<file path="src/rtl/bcd_digit_formatter.sv">
// ---------------------------------------------------------------------------
// bcd_digit_formatter
//
// Converts an unsigned binary value into eight BCD digits with the
// shift-add-3 (double dabble) algorithm, one input bit per clock. It then
// formats the digits into the 6-bit per-digit codes used by the 8-digit
// seven-segment driver. All eight codes are published together with a
// one-cycle done pulse.
//
// Digit code: [5] decimal point, [4:1] BCD digit, [0] lit (1) / blank (0).
//
// Optional feature macro: SSEG_LEAD_ZERO_BLANK_EN
//   defined   : leading-zero digits are blanked (bit0 = 0). Digit 0 and any
//               digit at or right of an enabled decimal point stay lit.
//   undefined : every digit is lit and zeros are shown.
//
// Parameters
//   BIN_W     width of the binary input, 4..27. Elaboration fails outside
//             this range.
//
// Ports
//   clk       system clock
//   reset_n   asynchronous active-low reset
//   start     conversion request, sampled only while idle
//   bin       unsigned value, captured on the accepted start edge
//   dp_en     decimal point enable, captured with bin
//   dp_pos    digit index (0 = rightmost) carrying the decimal point
//   busy      high from the accepted start until done
//   done      one-cycle pulse; out0..out7 update in the same cycle
//   overflow  captured value was above 99,999,999 (digits saturate to 9)
//   out0..7   digit codes, out0 = rightmost digit
// ---------------------------------------------------------------------------
module bcd_digit_formatter #(
    parameter int BIN_W = 27
) (
    input  logic             clk,
    input  logic             reset_n,
    input  logic             start,
    input  logic [BIN_W-1:0] bin,
    input  logic             dp_en,
    input  logic [2:0]       dp_pos,
    output logic             busy,
    output logic             done,
    output logic             overflow,
    output logic [5:0]       out0,
    output logic [5:0]       out1,
    output logic [5:0]       out2,
    output logic [5:0]       out3,
    output logic [5:0]       out4,
    output logic [5:0]       out5,
    output logic [5:0]       out6,
    output logic [5:0]       out7
);

    // The 32-bit BCD register holds at most 8 digits. A 27-bit input already
    // needs all of them plus the saturation path, so wider inputs are refused.
    if (BIN_W < 4 || BIN_W > 27) begin : g_bin_w_check
        $error("bcd_digit_formatter: BIN_W must be in the range 4..27");
    end

    typedef enum logic [1:0] {
        IDLE    = 2'd0,
        CONVERT = 2'd1,
        FORMAT  = 2'd2
    } state_t;

    state_t           state_reg, state_next;
    logic [BIN_W-1:0] shift_reg;
    logic [31:0]      bcd_reg;
    logic [31:0]      bcd_adj;
    logic [4:0]       cnt_reg;
    logic             dp_en_reg;
    logic [2:0]       dp_pos_reg;
    logic             ovf_cap_reg;
    logic             busy_reg;
    logic             done_reg;
    logic             overflow_reg;
    logic [5:0]       code_reg  [8];
    logic [5:0]       code_next [8];
    logic [3:0]       digit     [8];
    logic [7:0]       lit;

    // Per-nibble add-3 correction, digit selection (saturated to 9 on
    // overflow) and code assembly.
    for (genvar gi = 0; gi < 8; gi++) begin : g_digit
        assign bcd_adj[4*gi +: 4] = (bcd_reg[4*gi +: 4] >= 4'd5)
                                  ? bcd_reg[4*gi +: 4] + 4'd3
                                  : bcd_reg[4*gi +: 4];
        assign digit[gi]     = ovf_cap_reg ? 4'd9 : bcd_reg[4*gi +: 4];
        assign code_next[gi] = {dp_en_reg && (dp_pos_reg == 3'(gi)),
                                digit[gi], lit[gi]};
    end

`ifdef SSEG_LEAD_ZERO_BLANK_EN
    // nonzero_from[i]: some digit in positions i..7 is non-zero. A digit is a
    // leading zero exactly when this is false for its own position.
    logic [7:0] nonzero_from;

    for (genvar gi = 0; gi < 8; gi++) begin : g_blank
        if (gi == 7) begin : g_top
            assign nonzero_from[gi] = (digit[gi] != 4'd0);
        end else begin : g_lower
            assign nonzero_from[gi] = (digit[gi] != 4'd0) | nonzero_from[gi+1];
        end
        if (gi == 0) begin : g_units
            assign lit[gi] = 1'b1;
        end else begin : g_upper
            assign lit[gi] = nonzero_from[gi]
                           | (dp_en_reg && (3'(gi) <= dp_pos_reg));
        end
    end
`else
    assign lit = 8'hFF;
`endif

    // Next-state logic
    always_comb begin
        state_next = state_reg;
        unique case (state_reg)
            IDLE:    if (start) state_next = CONVERT;
            CONVERT: if (cnt_reg == 5'(BIN_W - 1)) state_next = FORMAT;
            FORMAT:  state_next = IDLE;
            default: state_next = IDLE;
        endcase
    end

    // State register and datapath
    always_ff @(posedge clk or negedge reset_n) begin
        if (!reset_n) begin
            state_reg    <= IDLE;
            shift_reg    <= '0;
            bcd_reg      <= '0;
            cnt_reg      <= '0;
            dp_en_reg    <= 1'b0;
            dp_pos_reg   <= '0;
            ovf_cap_reg  <= 1'b0;
            busy_reg     <= 1'b0;
            done_reg     <= 1'b0;
            overflow_reg <= 1'b0;
            for (int i = 0; i < 8; i++) begin
                code_reg[i] <= '0;
            end
        end else begin
            state_reg <= state_next;
            done_reg  <= 1'b0;
            case (state_reg)
                IDLE: begin
                    if (start) begin
                        shift_reg   <= bin;
                        bcd_reg     <= '0;
                        cnt_reg     <= '0;
                        dp_en_reg   <= dp_en;
                        dp_pos_reg  <= dp_pos;
                        ovf_cap_reg <= (32'(bin) > 32'd99_999_999);
                        busy_reg    <= 1'b1;
                    end
                end
                CONVERT: begin
                    {bcd_reg, shift_reg} <= {bcd_adj, shift_reg} << 1;
                    cnt_reg              <= cnt_reg + 5'd1;
                end
                FORMAT: begin
                    for (int i = 0; i < 8; i++) begin
                        code_reg[i] <= code_next[i];
                    end
                    overflow_reg <= ovf_cap_reg;
                    done_reg     <= 1'b1;
                    busy_reg     <= 1'b0;
                end
                default: ;
            endcase
        end
    end

    assign busy     = busy_reg;
    assign done     = done_reg;
    assign overflow = overflow_reg;
    assign out0     = code_reg[0];
    assign out1     = code_reg[1];
    assign out2     = code_reg[2];
    assign out3     = code_reg[3];
    assign out4     = code_reg[4];
    assign out5     = code_reg[5];
    assign out6     = code_reg[6];
    assign out7     = code_reg[7];

endmodule
</file>
<file path="config.mk">
export PLATFORM = sky130hd
export DESIGN_NAME = bcd_digit_formatter
export DESIGN_NICKNAME = d
export VERILOG_FILES = /design/src/rtl/bcd_digit_formatter.sv
export SDC_FILE = /design/constraint.sdc
export NUM_CORES = 1
export LEC_CHECK = 0
export ABC_AREA = 0
export BUFFER_PORTS_ARGS = -buffer_cell sky130_fd_sc_hd__clkbuf_2
export CAP_MARGIN = 10
export CORE_ASPECT_RATIO = 0.75
export CORE_MARGIN = 5
export CORE_UTILIZATION = 59
export CTS_BUF_LIST = sky130_fd_sc_hd__clkbuf_8
export DETAILED_ROUTE_END_ITERATION = 7
export PLACE_DENSITY = 0.94
export REMOVE_ABC_BUFFERS = 1
export SKIP_LAST_GASP = 1
export SLEW_MARGIN = 10
export SYNTH_ARGS = -nofsm -noshare
export SYNTH_HDL_FRONTEND = slang
export SYNTH_SLANG_ARGS = --single-unit
</file>
<file path="constraint.sdc">
create_clock -name clk -period 2.2 [get_ports clk]
set_clock_uncertainty 0.1 [all_clocks]
set_input_delay 0 -clock clk [delete_from_list [all_inputs] [get_ports clk]]
set_output_delay 0 -clock clk [all_outputs]
set_load 0.1 [all_outputs]
</file>
==> results.py <==
metrics = {
    "run_status": {
        "status": "finished clean",
    },
    "synth": {
        "async_flop_share_pct": 100,
        "yosys_warnings": 0,
        "syn-cell-area_sq_um": 5330,
        "synth_seq_cells": 115,
        "yosysMostFrequentCell": "dfrtp_1",
        "yosysUniqueCellTypes": 36,
        "synthXorXnorAreaFrac_pct": 2.47,
        "synth_top_area_share_pct": 54.0,
        "synth_simple_gate_area_share_pct": 15.7,
        "synth_enable_flop_cells": 0,
        "yosysTopAreaCell": "dfrtp_1",
        "syn_inst": 543,
        "synth_area_leaders": "dfrtp_1, nor2_1, ha_1",
        "ys.flop_type": "dfrtp_1",
        "synth_common_cells": "dfrtp_1, nor2_1, nand2_1",
        "synth_compound_area_share_pct": 16.1,
        "seq_area_frac_synth_pct": 54.0,
        "synthMuxAreaShare_pct": 2.26,
        "synth_fa_ha_area_share_pct": 4.23,
        "synth_top_family_by_area": "compound AO/OA/AOI/OAI gates",
        "avgSynthCellArea_sq_um": 9.81,
    },
    "floorplanning": {
        "start_util_pct": 59.6,
        "core-area_sq_um": 8930,
        "die_x_um": 120,
        "pin_count": 85,
        "die_y_um": 92.3,
        "die_area_sq_um": 11000,
        "rows": 30,
    },
    "pwr": {
        "powerDensity_nw_per_um2": 1670,
        "leakage_nw": 3.12,
        "power.share.clock_pct": 19.5,
        "ir_worst_vdd_v": 0.00117,
        "seq_power_share_pct": 33.8,
        "sw_frac_of_total_pct": 47.9,
        "comb_power_share_pct": 46.6,
        "internal_power_w": 0.00577,
        "p_sw_w": 0.00532,
    },
    "finish": {
        "fin_cells": 777,
        "antenna_cells": 0,
        "fin_nets": 704,
        "final_area_sq_um": 6630,
        "area_delta_synth_final_pct": 24.4,
        "largest_reg_flops": 32,
        "drive_gt1_share_pct": 21.1,
        "fillers": 574,
    },
    "detailed_routing": {
        "first_iter_violations": 366,
        "viasPerCell": 5.86,
        "vias": 4551,
        "totalWireLength_um": 13800,
        "wl_per_cell_um": 17.8,
        "drcViolationCount": 0,
        "drtPass1Iterations": 5,
        "antenna_left": 0,
    },
    "flow_run": {
        "drv_cap": 0,
    },
    "place": {
        "dp_hpwl_um": 8230,
        "place_area_sq_um": 5840,
        "gp_congestion": 0.821,
        "placed_cells": 710,
        "port_buffers": 84,
    },
    "clock_tree": {
        "htreeDepth": 4,
        "clk_latency_ns": 0.44,
        "cts_made_buffers": 17,
        "cts.sinks": 115,
        "path_clk_slew_ns": 0.07,
        "cts.repair.resized": 0,
        "cts-root-buf": "clkbuf_8",
        "cts_buffer_depth": 2,
        "cts_tree": "done",
    },
    "global_route": {
        "grt_max_degree": 51,
        "grt_overflow": 0,
        "grt_usage_pct": 26.2,
        "antenna_found_initial": 0,
        "grt_pass1_vias": 4595,
        "grt_pass1_wl_um": 22700,
    },
    "critical_path": {
        "worstSetupEndpointType": "flip-flop",
        "worstPathArrival_ns": 2.24,
        "start_kind": "flip-flop",
        "crit_required_ns": 2.45,
        "cp_max_fo": 6,
        "path_class": "reg -> reg",
    },
    "timing": {
        "fin_crit_ns": 1.99,
        "setup_viol": 0,
        "hold_violations": 0,
        "fmax_mhz": 503,
        "min_period_over_period_pct": 90.4,
        "slew_headroom_pct": 22.3,
        "max_slew.worst_pin.slew_ns": 1.17,
        "grt_setup_unrepaired": "false",
        "drv_slew": 0,
    },
    "worst_hold_path": {
        "hold_path.class": "in -> async",
    },
}
==> repair_timing <==
item / 4_1_cts / 5_1_grt
endpoints found under the setup margin: 0 / 0
hold buffers: 35 / 0
endpoints found under the hold margin: 148 / 0
buffers inserted: 0 / 0
==> cell families after synthesis <==
logic type / Yosys count
AOI/OAI and AO/OA: 134
buffers and inverters: 63
and+or+nand+nor: 187
DFF: 115
xor gates and xnor gates: 15
adders and majority gates: 18
muxes: 11
==> power groups by stage <==
stage,clock (W),sequential (W),combinational (W)
floorplan,0,0.00540,0.00219
global route,0.00228,0.00386,0.00556
finish,0.00217,0.00375,0.00517
detailed placement,0,0.00372,0.00501
global placement,0,0.00366,0.00478
CTS,0.00217,0.00372,0.00511
==> layout make-up <==
cell class	count	area (sq um)	area share, %
Inverter	21	78.8	1.19
Sequential cell	115	2880	43.4
Multi-Input combinational cell	365	2180	32.9
Clock inverter	12	163	2.46
Timing Repair Buffer	132	908	13.7
Clock buffer	20	275	4.15
Tap cell	112	140	2.12
==> critical path: stages (launching register included) <==
cell and delay, ns:
dfrtp_1 0.45, nor3b_2 0.47, nand2_1 0.12, dlygate4sd3_1 0.59, o21bai_1 0.17
==> per-stage QoR <==
step           hold WS, ns  worst slack, ns  TNS, ns  power, W  util, %
3_5_place_dp       -0.0615            0.299        0   0.00874     65.3
3_3_place_gp       -0.0724            0.457        0   0.00844     65.3
6_report           0.00947            0.212        0    0.0111     74.2
2_1_floorplan       -0.396            -3.58   -44.09   0.00759        -
5_1_grt             0.0522            0.185        0    0.0117     74.2
4_1_cts            0.00320            0.270        0    0.0110     74.2
==> routing by layer <==
layer / routed length [um] / GRT usage (%) / part of all wire [%]
met1: 5450 / 33.0 / 40
met2: 7050 / 43.7 / 51
met3: 994 / 6.10 / 7.2
met4: 296 / 11.4 / 2.1
met5: 0 / 0 / 0
==> cells in the final DEF (no fill, tap or decap), types with 12 or more instances in the layout <==
cell type / instances
inv_1: 24
o31ai_1: 25
nand2_1: 59
o21ai_0: 26
o22ai_1: 25
dlygate4sd3_1: 35
clkbuf_2: 83
nor2_1: 71
dfrtp_1: 115
nand2b_1: 16
ha_1: 18
clkbuf_8: 20
o21ai_1: 27
nand3_1: 27
a32o_1: 12
==> final timing paths <==
check / from / end / slack (ns) / cells after the start
max: state_reg[1] / ovf_cap_reg / 0.21 / 4
min: reset_n / out0[0] / 0.009 / 2
max reg2reg: state_reg[1] / ovf_cap_reg / 0.21 / 4
min reg2reg: out6[5] / out6[5] / 0.38 / 2
max in group asynchronous: reset_n / out4[3] / 1.37 / 3
min in group clk: dp_pos[1] / dp_pos_reg[1] / 0.23 / 4
(Power assumes the default switching activity.)
